`config.mk`:
```
export PLATFORM = sky130hd
export DESIGN_NAME = instruction_dispatcher
export DESIGN_NICKNAME = d
export VERILOG_FILES = /design/src/rtl/dispatch_pkg.sv /design/src/rtl/dispatch_decode.sv /design/src/rtl/instruction_dispatcher.sv
export SDC_FILE = /design/constraint.sdc
export NUM_CORES = 1
export LEC_CHECK = 0
export ABC_AREA = 1
export BUFFER_PORTS_ARGS = -buffer_cell sky130_fd_sc_hd__buf_2
export CAP_MARGIN = 40
export CORE_MARGIN = 10
export CORE_UTILIZATION = 53
export DETAILED_ROUTE_END_ITERATION = 16
export GPL_TIMING_DRIVEN = 0
export PLACE_DENSITY_LB_ADDON = 0.2
export SKIP_CTS_REPAIR_TIMING = 1
export SKIP_LAST_GASP = 1
export SYNTH_ARGS = -nofsm -noshare
export SYNTH_HDL_FRONTEND = slang
export SYNTH_SLANG_ARGS = --single-unit
export TNS_END_PERCENT = 1
```
`constraint.sdc`:
```
create_clock -name clk -period 2.6 [get_ports clk]
set_input_delay 0.26 -clock clk [delete_from_list [all_inputs] [get_ports clk]]
set_output_delay 0.26 -clock clk [all_outputs]
set_load 0.05 [all_outputs]
```
`src/rtl/dispatch_pkg.sv`:
```
// Shared definitions for the dual-issue instruction dispatcher:
// RV32I opcodes, instruction classes and the decoded-fields bundle.
package dispatch_pkg;

    localparam logic [6:0] OPC_LUI    = 7'b0110111;
    localparam logic [6:0] OPC_AUIPC  = 7'b0010111;
    localparam logic [6:0] OPC_JAL    = 7'b1101111;
    localparam logic [6:0] OPC_JALR   = 7'b1100111;
    localparam logic [6:0] OPC_BRANCH = 7'b1100011;
    localparam logic [6:0] OPC_LOAD   = 7'b0000011;
    localparam logic [6:0] OPC_STORE  = 7'b0100011;
    localparam logic [6:0] OPC_OP_IMM = 7'b0010011;
    localparam logic [6:0] OPC_OP     = 7'b0110011;
    localparam logic [6:0] OPC_FENCE  = 7'b0001111;
    localparam logic [6:0] OPC_SYSTEM = 7'b1110011;

    typedef enum logic [1:0] {
        CLS_ALU    = 2'd0,
        CLS_MEM    = 2'd1,
        CLS_CTRL   = 2'd2,
        CLS_SERIAL = 2'd3
    } instr_class_e;

    typedef struct packed {
        logic [4:0]   rs1;
        logic [4:0]   rs2;
        logic [4:0]   rd;
        logic         uses_rs1;
        logic         uses_rs2;
        logic         writes_rd;
        instr_class_e cls;
    } decoded_t;

endpackage

```
`src/rtl/dispatch_decode.sv`:
```
// Combinational RV32I classifier for one buffer entry.
// Ports: opcode/rd/rs1/rs2 fields in, decoded bundle (dec) out.
module dispatch_decode
    import dispatch_pkg::*;
(
    input  logic [6:0] opcode,
    input  logic [4:0] rd,
    input  logic [4:0] rs1,
    input  logic [4:0] rs2,
    output decoded_t   dec
);

    logic writes;

    always_comb begin
        dec          = '0;
        dec.rs1      = rs1;
        dec.rs2      = rs2;
        dec.rd       = rd;
        dec.cls      = CLS_SERIAL;
        writes       = 1'b0;
        unique case (opcode)
            OPC_OP: begin
                dec.cls      = CLS_ALU;
                dec.uses_rs1 = 1'b1;
                dec.uses_rs2 = 1'b1;
                writes       = 1'b1;
            end
            OPC_OP_IMM: begin
                dec.cls      = CLS_ALU;
                dec.uses_rs1 = 1'b1;
                writes       = 1'b1;
            end
            OPC_LUI, OPC_AUIPC: begin
                dec.cls      = CLS_ALU;
                writes       = 1'b1;
            end
            OPC_LOAD: begin
                dec.cls      = CLS_MEM;
                dec.uses_rs1 = 1'b1;
                writes       = 1'b1;
            end
            OPC_STORE: begin
                dec.cls      = CLS_MEM;
                dec.uses_rs1 = 1'b1;
                dec.uses_rs2 = 1'b1;
            end
            OPC_BRANCH: begin
                dec.cls      = CLS_CTRL;
                dec.uses_rs1 = 1'b1;
                dec.uses_rs2 = 1'b1;
            end
            OPC_JAL: begin
                dec.cls      = CLS_CTRL;
                writes       = 1'b1;
            end
            OPC_JALR: begin
                dec.cls      = CLS_CTRL;
                dec.uses_rs1 = 1'b1;
                writes       = 1'b1;
            end
            default: begin
                // SYSTEM, FENCE and unknown opcodes: serialising, no rd
                dec.cls      = CLS_SERIAL;
            end
        endcase
        // x0 is hardwired, so a write to it never creates a hazard
        dec.writes_rd = writes & (rd != 5'd0);
    end

endmodule

```
`src/rtl/instruction_dispatcher.sv`:
```
// Dual in-order issue from the instruction buffer head into two registered
// slots (lane 0 full, lane 1 ALU-only), guarded by a RAW/WAW scoreboard.
// Ports: clk/rst, flush; entry0/1 instruction+address and entry_count in;
// pop0/pop1 out (combinational); issueN_valid/instruction/address out with
// issueN_ready in; wbN_valid/wbN_rd in clear scoreboard bits.
module instruction_dispatcher
    import dispatch_pkg::*;
#(
    parameter int XLEN     = 32,
    parameter int NUM_REGS = 32
) (
    input  logic            clk,
    input  logic            rst,
    input  logic            flush,
    input  logic [XLEN-1:0] entry0_instruction,
    input  logic [XLEN-1:0] entry0_address,
    input  logic [XLEN-1:0] entry1_instruction,
    input  logic [XLEN-1:0] entry1_address,
    input  logic [3:0]      entry_count,
    output logic            pop0,
    output logic            pop1,
    output logic            issue0_valid,
    output logic [XLEN-1:0] issue0_instruction,
    output logic [XLEN-1:0] issue0_address,
    input  logic            issue0_ready,
    output logic            issue1_valid,
    output logic [XLEN-1:0] issue1_instruction,
    output logic [XLEN-1:0] issue1_address,
    input  logic            issue1_ready,
    input  logic            wb0_valid,
    input  logic [4:0]      wb0_rd,
    input  logic            wb1_valid,
    input  logic [4:0]      wb1_rd
);

    decoded_t            d0;
    decoded_t            d1;
    logic [NUM_REGS-1:0] sb;
    logic [NUM_REGS-1:0] sb_next;
    logic [NUM_REGS-1:0] set_mask;
    logic [NUM_REGS-1:0] clr_mask;
    logic                free0;
    logic                free1;
    logic                hit0;
    logic                hit1;
    logic                dep1;
    logic                serial_ok0;
    logic                pair_ok;

    dispatch_decode u_dec0 (
        .opcode (entry0_instruction[6:0]),
        .rd     (entry0_instruction[11:7]),
        .rs1    (entry0_instruction[19:15]),
        .rs2    (entry0_instruction[24:20]),
        .dec    (d0)
    );

    dispatch_decode u_dec1 (
        .opcode (entry1_instruction[6:0]),
        .rd     (entry1_instruction[11:7]),
        .rs1    (entry1_instruction[19:15]),
        .rs2    (entry1_instruction[24:20]),
        .dec    (d1)
    );

    assign free0 = !issue0_valid || issue0_ready;
    assign free1 = !issue1_valid || issue1_ready;

    assign hit0 = (d0.uses_rs1  && sb[d0.rs1])
               || (d0.uses_rs2  && sb[d0.rs2])
               || (d0.writes_rd && sb[d0.rd]);

    assign hit1 = (d1.uses_rs1  && sb[d1.rs1])
               || (d1.uses_rs2  && sb[d1.rs2])
               || (d1.writes_rd && sb[d1.rd]);

    // Intra-pair RAW/WAW on the register entry0 is about to claim
    assign dep1 = d0.writes_rd
               && ((d1.uses_rs1  && d1.rs1 == d0.rd)
                || (d1.uses_rs2  && d1.rs2 == d0.rd)
                || (d1.writes_rd && d1.rd  == d0.rd));

    // Serialising ops wait for a fully drained pipeline
    assign serial_ok0 = (d0.cls != CLS_SERIAL)
                     || (sb == '0 && !issue0_valid && !issue1_valid);

    assign pair_ok = (d0.cls == CLS_ALU || d0.cls == CLS_MEM)
                  && (d1.cls == CLS_ALU);

    assign pop0 = !rst && !flush
               && (entry_count >= 4'd1)
               && free0 && !hit0 && serial_ok0;

    assign pop1 = pop0
               && (entry_count >= 4'd2)
               && free1 && pair_ok && !hit1 && !dep1;

    always_comb begin
        set_mask = '0;
        clr_mask = '0;
        if (pop0 && d0.writes_rd) set_mask[d0.rd] = 1'b1;
        if (pop1 && d1.writes_rd) set_mask[d1.rd] = 1'b1;
        if (wb0_valid)            clr_mask[wb0_rd] = 1'b1;
        if (wb1_valid)            clr_mask[wb1_rd] = 1'b1;
        // Set after clear so a same-cycle reissue keeps the bit busy
        sb_next    = (sb & ~clr_mask) | set_mask;
        sb_next[0] = 1'b0;
    end

    always_ff @(posedge clk) begin
        if (rst) begin
            sb                 <= '0;
            issue0_valid       <= 1'b0;
            issue0_instruction <= '0;
            issue0_address     <= '0;
            issue1_valid       <= 1'b0;
            issue1_instruction <= '0;
            issue1_address     <= '0;
        end else if (flush) begin
            sb           <= '0;
            issue0_valid <= 1'b0;
            issue1_valid <= 1'b0;
        end else begin
            sb <= sb_next;
            if (pop0) begin
                issue0_valid       <= 1'b1;
                issue0_instruction <= entry0_instruction;
                issue0_address     <= entry0_address;
            end else if (issue0_ready) begin
                issue0_valid       <= 1'b0;
            end
            if (pop1) begin
                issue1_valid       <= 1'b1;
                issue1_instruction <= entry1_instruction;
                issue1_address     <= entry1_address;
            end else if (issue1_ready) begin
                issue1_valid       <= 1'b0;
            end
        end
    end

endmodule

```
# ---- Word level (Yosys, flattened, before mapping)
# Index checks and enable logic that the tools add are counted.
# W data, S select, Z words.
dict set report classes {
  n_lt_le_gt_ge 14
  n_eq_ne 23
  muxes 36
  bitwise_logic 8
  reduce_logical 68
}
# op count
set ops {}
lappend ops {{$mux W32} 4}
lappend ops {{$or A32 B32 Y32} 3}
lappend ops {{$lt A5 B6 Y1 const B} 8}
lappend ops {{$eq A7 B6 Y1 const B} 6}
lappend ops {{$eq A7 B7 Y1 const B} 6}
lappend ops {{$and A32 B32 Y32} 1}
lappend ops {{$logic_not A32 Y1} 1}
lappend ops {{$not A32 Y32} 1}
lappend ops {{$bmux W1 S5} 6}
lappend ops {{$logic_and A1 B1 Y1} 29}
lappend ops {{$eq A7 B5 Y1 const B} 4}
lappend ops {{$demux W1 S5} 4}
lappend ops {{$ge A5 B1 Y1 const B} 4}
lappend ops {{$mux W1} 20}
lappend ops {{$eq A5 B5 Y1} 3}
lappend ops {{$eq A7 B2 Y1 const B} 2}
lappend ops {{$reduce_or A7 Y1} 2}
lappend ops {{$pmux W2 S3} 2}
lappend ops {{$reduce_or A3 Y1} 4}
lappend ops {{$reduce_or A6 Y1} 2}
lappend ops {{$logic_or A1 B1 Y1} 10}
lappend ops {{$reduce_bool A5 Y1} 2}
lappend ops {{$reduce_or A4 Y1} 2}
lappend ops {{$logic_not A1 Y1} 7}
lappend ops {{10 further kinds} 16}
dict set report word_totals {
  reg_bits 162
  output_inout_bits 132
  word_cells 157
}

# ---- Longest topological paths before layout
dict set report logic_depth {
  word_depth 17
  depth_mapped 18
}

# ---- Modules after synthesis
# Synthesis repeated with hierarchy kept, for this count alone.
dict set report unflattened {
  cells_unflattened 1618
  hier_area_um2 9650.5
}
# mod instances cells_each area_each_um2 seq_area_each_um2
set modules_own_cells {}
lappend modules_own_cells {instruction_dispatcher 1 1506 9059.9 3223.1}
lappend modules_own_cells {dispatch_decode 2 56 295.3 0.0}

# ---- Worst setup path after synthesis
# OpenSTA, ideal clock, no wires.
dict set report synth_timing {
  path_kind {input-to-output}
  start {input entry0_instruction[21]}
  end {output pop1}
  arrival_ps 2240
  slack_ps 100
  stages 12
  path_buffers 3
  path_cell_list {buf_2 > inv_1 > a21oi_1 > o21ai_0 > nand3_1 > nand3_1 > nand3_1 > nand3_1 > nand3_2 > buf_4 > buf_4 > nor2_1}
}
dict set report synth_via {
  elab_chain_cells 13
}
# element line
set synth_lines {}
lappend synth_lines {{from (decl)} instruction_dispatcher.sv:15} ;# input logic [XLEN-1:0] entry0_instruction,
lappend synth_lines {{$bmux W1 S5} instruction_dispatcher.sv:70} ;# || (d0.uses_rs2 && sb[d0.rs2])
lappend synth_lines {{$mux W1 (not written as such)} instruction_dispatcher.sv:70}
lappend synth_lines {{$logic_and A1 B1 Y1} instruction_dispatcher.sv:70}
lappend synth_lines {{$logic_or A1 B1 Y1} instruction_dispatcher.sv:70}
lappend synth_lines {{$logic_or A1 B1 Y1} instruction_dispatcher.sv:71} ;# || (d0.writes_rd && sb[d0.rd]);
lappend synth_lines {{$logic_not A1 Y1} instruction_dispatcher.sv:92} ;# && free0 && !hit0 && serial_ok0;
lappend synth_lines {{$logic_and A1 B1 Y1 (2 in a row)} instruction_dispatcher.sv:92}
lappend synth_lines {{$logic_and A1 B1 Y1} instruction_dispatcher.sv:95} ;# && (entry_count >= 4'd2)
lappend synth_lines {{$logic_and A1 B1 Y1 (4 in a row)} instruction_dispatcher.sv:96} ;# && free1 && pair_ok && !hit1 && !dep1;
lappend synth_lines {{to (decl)} instruction_dispatcher.sv:21} ;# output logic pop1,
# No other way between the ends. The select of a mux whose other input is x is not followed.

# ---- Final worst setup path
dict set report layout_timing {
  start {register sb[6]}
  end {output pop0}
}
dict set report layout_via {
  elab_chain_cells 8
  word_cells_on_any_way 18
  cone_classes {6 x mux; 12 x reduce/logical}
}
# element line
set layout_lines {}
lappend layout_lines {{from (decl)} instruction_dispatcher.sv:38} ;# logic [NUM_REGS-1:0] sb;
lappend layout_lines {{from (signal assigned)} instruction_dispatcher.sv:124} ;# sb <= sb_next;
lappend layout_lines {{$bmux W1 S5, on equally long branches} {instruction_dispatcher.sv:69, instruction_dispatcher.sv:70}}
lappend layout_lines {{$mux W1, on equally long branches} {instruction_dispatcher.sv:69, instruction_dispatcher.sv:70}}
lappend layout_lines {{$logic_and A1 B1 Y1, on equally long branches} {instruction_dispatcher.sv:69, instruction_dispatcher.sv:70}}
lappend layout_lines {{$logic_or A1 B1 Y1} instruction_dispatcher.sv:70}
lappend layout_lines {{$logic_or A1 B1 Y1} instruction_dispatcher.sv:71}
lappend layout_lines {{$logic_not A1 Y1} instruction_dispatcher.sv:92}
lappend layout_lines {{$logic_and A1 B1 Y1} instruction_dispatcher.sv:92}
lappend layout_lines {{$logic_and A1 B1 Y1 (*)} instruction_dispatcher.sv:92}
lappend layout_lines {{to (decl)} instruction_dispatcher.sv:20} ;# output logic pop0,
# Mark *: on every way between the ends. The rest lies on a longest branch, timed or not. The select of a mux whose other input is x is not followed.

==> key figures <==
Hold path
  – Hold WC Path Type: in2reg

Global route
  – Total gr overflow: 0
  – Initial antenna violation count: 4
  – GRT Util Overall: 32.8%
  – Largest net degree at the start of global routing: 17
  – Vias in the first global route: 11,400
  – First-pass GRT wire length: 62,800 µm

Final layout
  – Multi-input gate area: 5440 µm²
  – Layout cell share with drive strength beyond 1: 25.6%
  – Area Growth Syn to Fin: 30.8%
  – Nets: about 2,100
  – FF/Latch Area: 3310 µm²
  – Fillers: between 1,500 and 2,000
  – Commonest non-fill, non-tap cells in the layout: 306 x buf_2, 299 x nand2_1, 279 x nor2_1
  – Commonest non-fill, non-tap cell in the layout: buf_2

Outcome
  – Outcome: finished, final reports clean

Detailed routing
  – Post-route antenna net violation count: 0
  – Initial drt markers: 1,605
  – Final wirelength: 42,000 µm
  – Per-cell routed wire length: 19.5 µm
  – Detailed Routing Iterations Pass 1: 6
  – Vias: 12,200
  – Via/cell ratio: roughly 5.7
  – DRC: 0

Yosys
  – Sequential share of the synthesized area: 33.6%
  – Distinct cell type count after synthesis: 35
  – Syn_nets: roughly 1,700
  – Post-synthesis cell count: 1,579
  – Yosys warnings: 0
  – Avg Inst Size Synth: slightly above 6 µm²
  – Cell taking the most area after synthesis: dfxtp_1
  – Asr flop ratio synth: 0%
  – Main synth FF type: dfxtp_1
  – Top-area cell type share of the netlist area: 33.6%
  – Cell area after synthesis: approximately 9600 µm²
  – Register bit count reported by yosys: 161
  – Synth top area cells: dfxtp_1 34%, nand2_1 12%, nor2_1 11%
  – Number of synthesized flops with an enable pin: 0

Clock tree
  – Worst-path clk slew: 0.07 ns
  – Clock root cell: clkbuf_16
  – CTS buffer count: 17
  – CTS Sinks: 161
  – CTS tree: built
  – Clock buffer depth: 2
  – Clock Latency Late Sink: 0.44 ns
  – # H-tree levels: 4

Timing
  – Unrepaired setup endpoints after global routing: yes
  – Fin crit share: 99.7%
  – Slew @ Worst Pin: 0.947 ns
  – Tmin final: approximately 2.6 ns
  – Total negative slack: 0 ns
  – Slew Viols, Final: 0
  – Clock Skews: ~0.013 ns
  – Final setup violation count: 0
  – Fmax: 0.386 GHz
  – Final Hold Viols: 0
  – Max_slew headroom: 36.4%

Critical path
  – Critical Path AT: roughly 2.3 ns
  – CP startpoint kind: flop
  – Critical path required time: 2.34 ns
  – Crit. End Element: primary output
  – Max FO, Critical Path: 10
  – Critical path class: reg2out
  – R2R Setup Slk: 0.03 ns

Floorplanning
  – Core Area: 17,900 µm²
  – Ports: 281
  – Die area: ~24,000 µm²
  – Die outline width: 155 µm
  – FP Rows: 49
  – Die Y-Extent: 155 µm
  – Initial Util: between 50% and 60%

Pwr
  – Power Density: about 520 nW/µm²
  – Worst IR Drop VDD: 0.438 mV
  – Reg power frac: 39.0%
  – Switching pwr: 0.00206 W
  – Overall Power: 0.00658 W
  – Switch share: 31.4%
  – Clock power frac: 42.4%
  – Lkg Pwr: about 6.1 nW
  – Combinational Power Share: a little under a fifth
  – Internal power: 0.00451 W

Place
  – Gpl congestion: 1.13
  – Input/output buffers: 269
  – Post-DP HPWL: 31,300 µm

Flow run
  – Max_cap viols: 0
==> kinds of logic after synthesis <==
family	Yosys count	share of synthesized area [%]
AOI/OAI and AO/OA	290	15.8
and+or+nand+nor	873	38.8
xor gates and xnor gates	12	1.10
buffers and inverters	243	10.7
DFF	161	33.6
==> through the flow <==
stage	worst slack, ns	hold slack, ns	util (%)	cell area, µm²	std cells
2_1_floorplan	0.0997	0.332	-	9600	1579
3_3_place_gp	-0.448	0.444	62.7	11200	2077
3_5_place_dp	-0.461	0.457	62.8	11200	2079
4_1_cts	-0.944	0.0400	66.4	11900	2110
5_1_grt	-0.0633	0.0485	70.1	12500	2158
6_report	0.00770	0.0441	70.1	12500	2158
==> metal layers <==
| metal | wire length (µm) | GRT usage (%) | vias to the layer above |
|---|---|---|---|
| met5 | 0 | 0 | - |
| met4 | 2030 | 16.4 | 0 |
| met2 | 18400 | 49.6 | 772 |
| met1 | 16300 | 40.8 | 5474 |
| li1 | - | - | 5834 |
| met3 | 5300 | 11.3 | 148 |
==> power groups by stage <==
stage	sequential (W)	combinational [W]	clock, W
floorplan	0.00292	0.000500	0
global placement	0.00263	0.00115	0
detailed placement	0.00264	0.00117	0
CTS	0.00258	0.00117	0.00279
global route	0.00257	0.00133	0.00289
finish	0.00256	0.00123	0.00279
==> registers in the layout, summed over array words and instances, names as in the netlist <==
register            cells
issue0_address         32
issue0_instruction     32
issue1_address         32
issue1_instruction     32
sb                     31
issue0_valid            1
issue1_valid            1
==> critical path, cell delays in order, from the launching register on <==
cell	delay (ns)
dfxtp_4	0.37
clkinvlp_4	0.18
nand2_1	0.10
nand2_1	0.05
nand2_1	0.05
nand2_1	0.05
nand2_1	0.05
nand2_1	0.07
nor2_1	0.12
nand3_2	0.17
nand3_2	0.13
inv_2	0.05
nand3_4	0.16
inv_8	0.06
buf_8	0.14
buf_8	0.15
==> layout make-up <==
| type | instances | share of cell area, % |
|---|---|---|
| Multi-Input combinational cell | 1175 | 43.3 |
| Sequential cell | 161 | 26.4 |
| Timing Repair Buffer | 317 | 14.0 |
| Inverter | 149 | 4.85 |
| Buffer | 92 | 3.96 |
| Clock buffer | 17 | 3.39 |
| Tap cell | 229 | 2.28 |
| Clock inverter | 14 | 1.73 |
| Antenna cell | 4 | 0.0798 |
==> cell usage after synthesis (3+ instances only) <==
| cell | instances |
|---|---|
| clkbuf_1 | 36 |
| o211ai_1 | 13 |
| xnor2_1 | 8 |
| inv_2 | 6 |
| a21oi_1 | 97 |
| nand3_2 | 3 |
| nand4_1 | 34 |
| buf_2 | 37 |
| buf_4 | 9 |
| nand3_1 | 138 |
| o21ai_0 | 164 |
| dfxtp_1 | 161 |
| nand2_2 | 3 |
| xor2_1 | 4 |
| o21ai_1 | 7 |
| buf_6 | 5 |
| nor3_1 | 100 |
| inv_1 | 141 |
| nor2_1 | 282 |
| buf_1 | 6 |
| nor2_2 | 4 |
| nand2_1 | 303 |
==> final timing paths <==
check                                       end  cells past startpoint                               start
min reg2reg  issue1_instruction[1]$_SDFFE_PP0P_                      2  issue1_instruction[1]$_SDFFE_PP0P_
min             issue0_address[18]$_SDFFE_PP0P_                      3                  entry0_address[18]
max reg2reg                   sb[31]$_SDFF_PP0_                     16                    sb[6]$_SDFF_PP0_
max                                        pop0                     15                    sb[6]$_SDFF_PP0_
No activity file was read; power rests on OpenSTA's default activity.
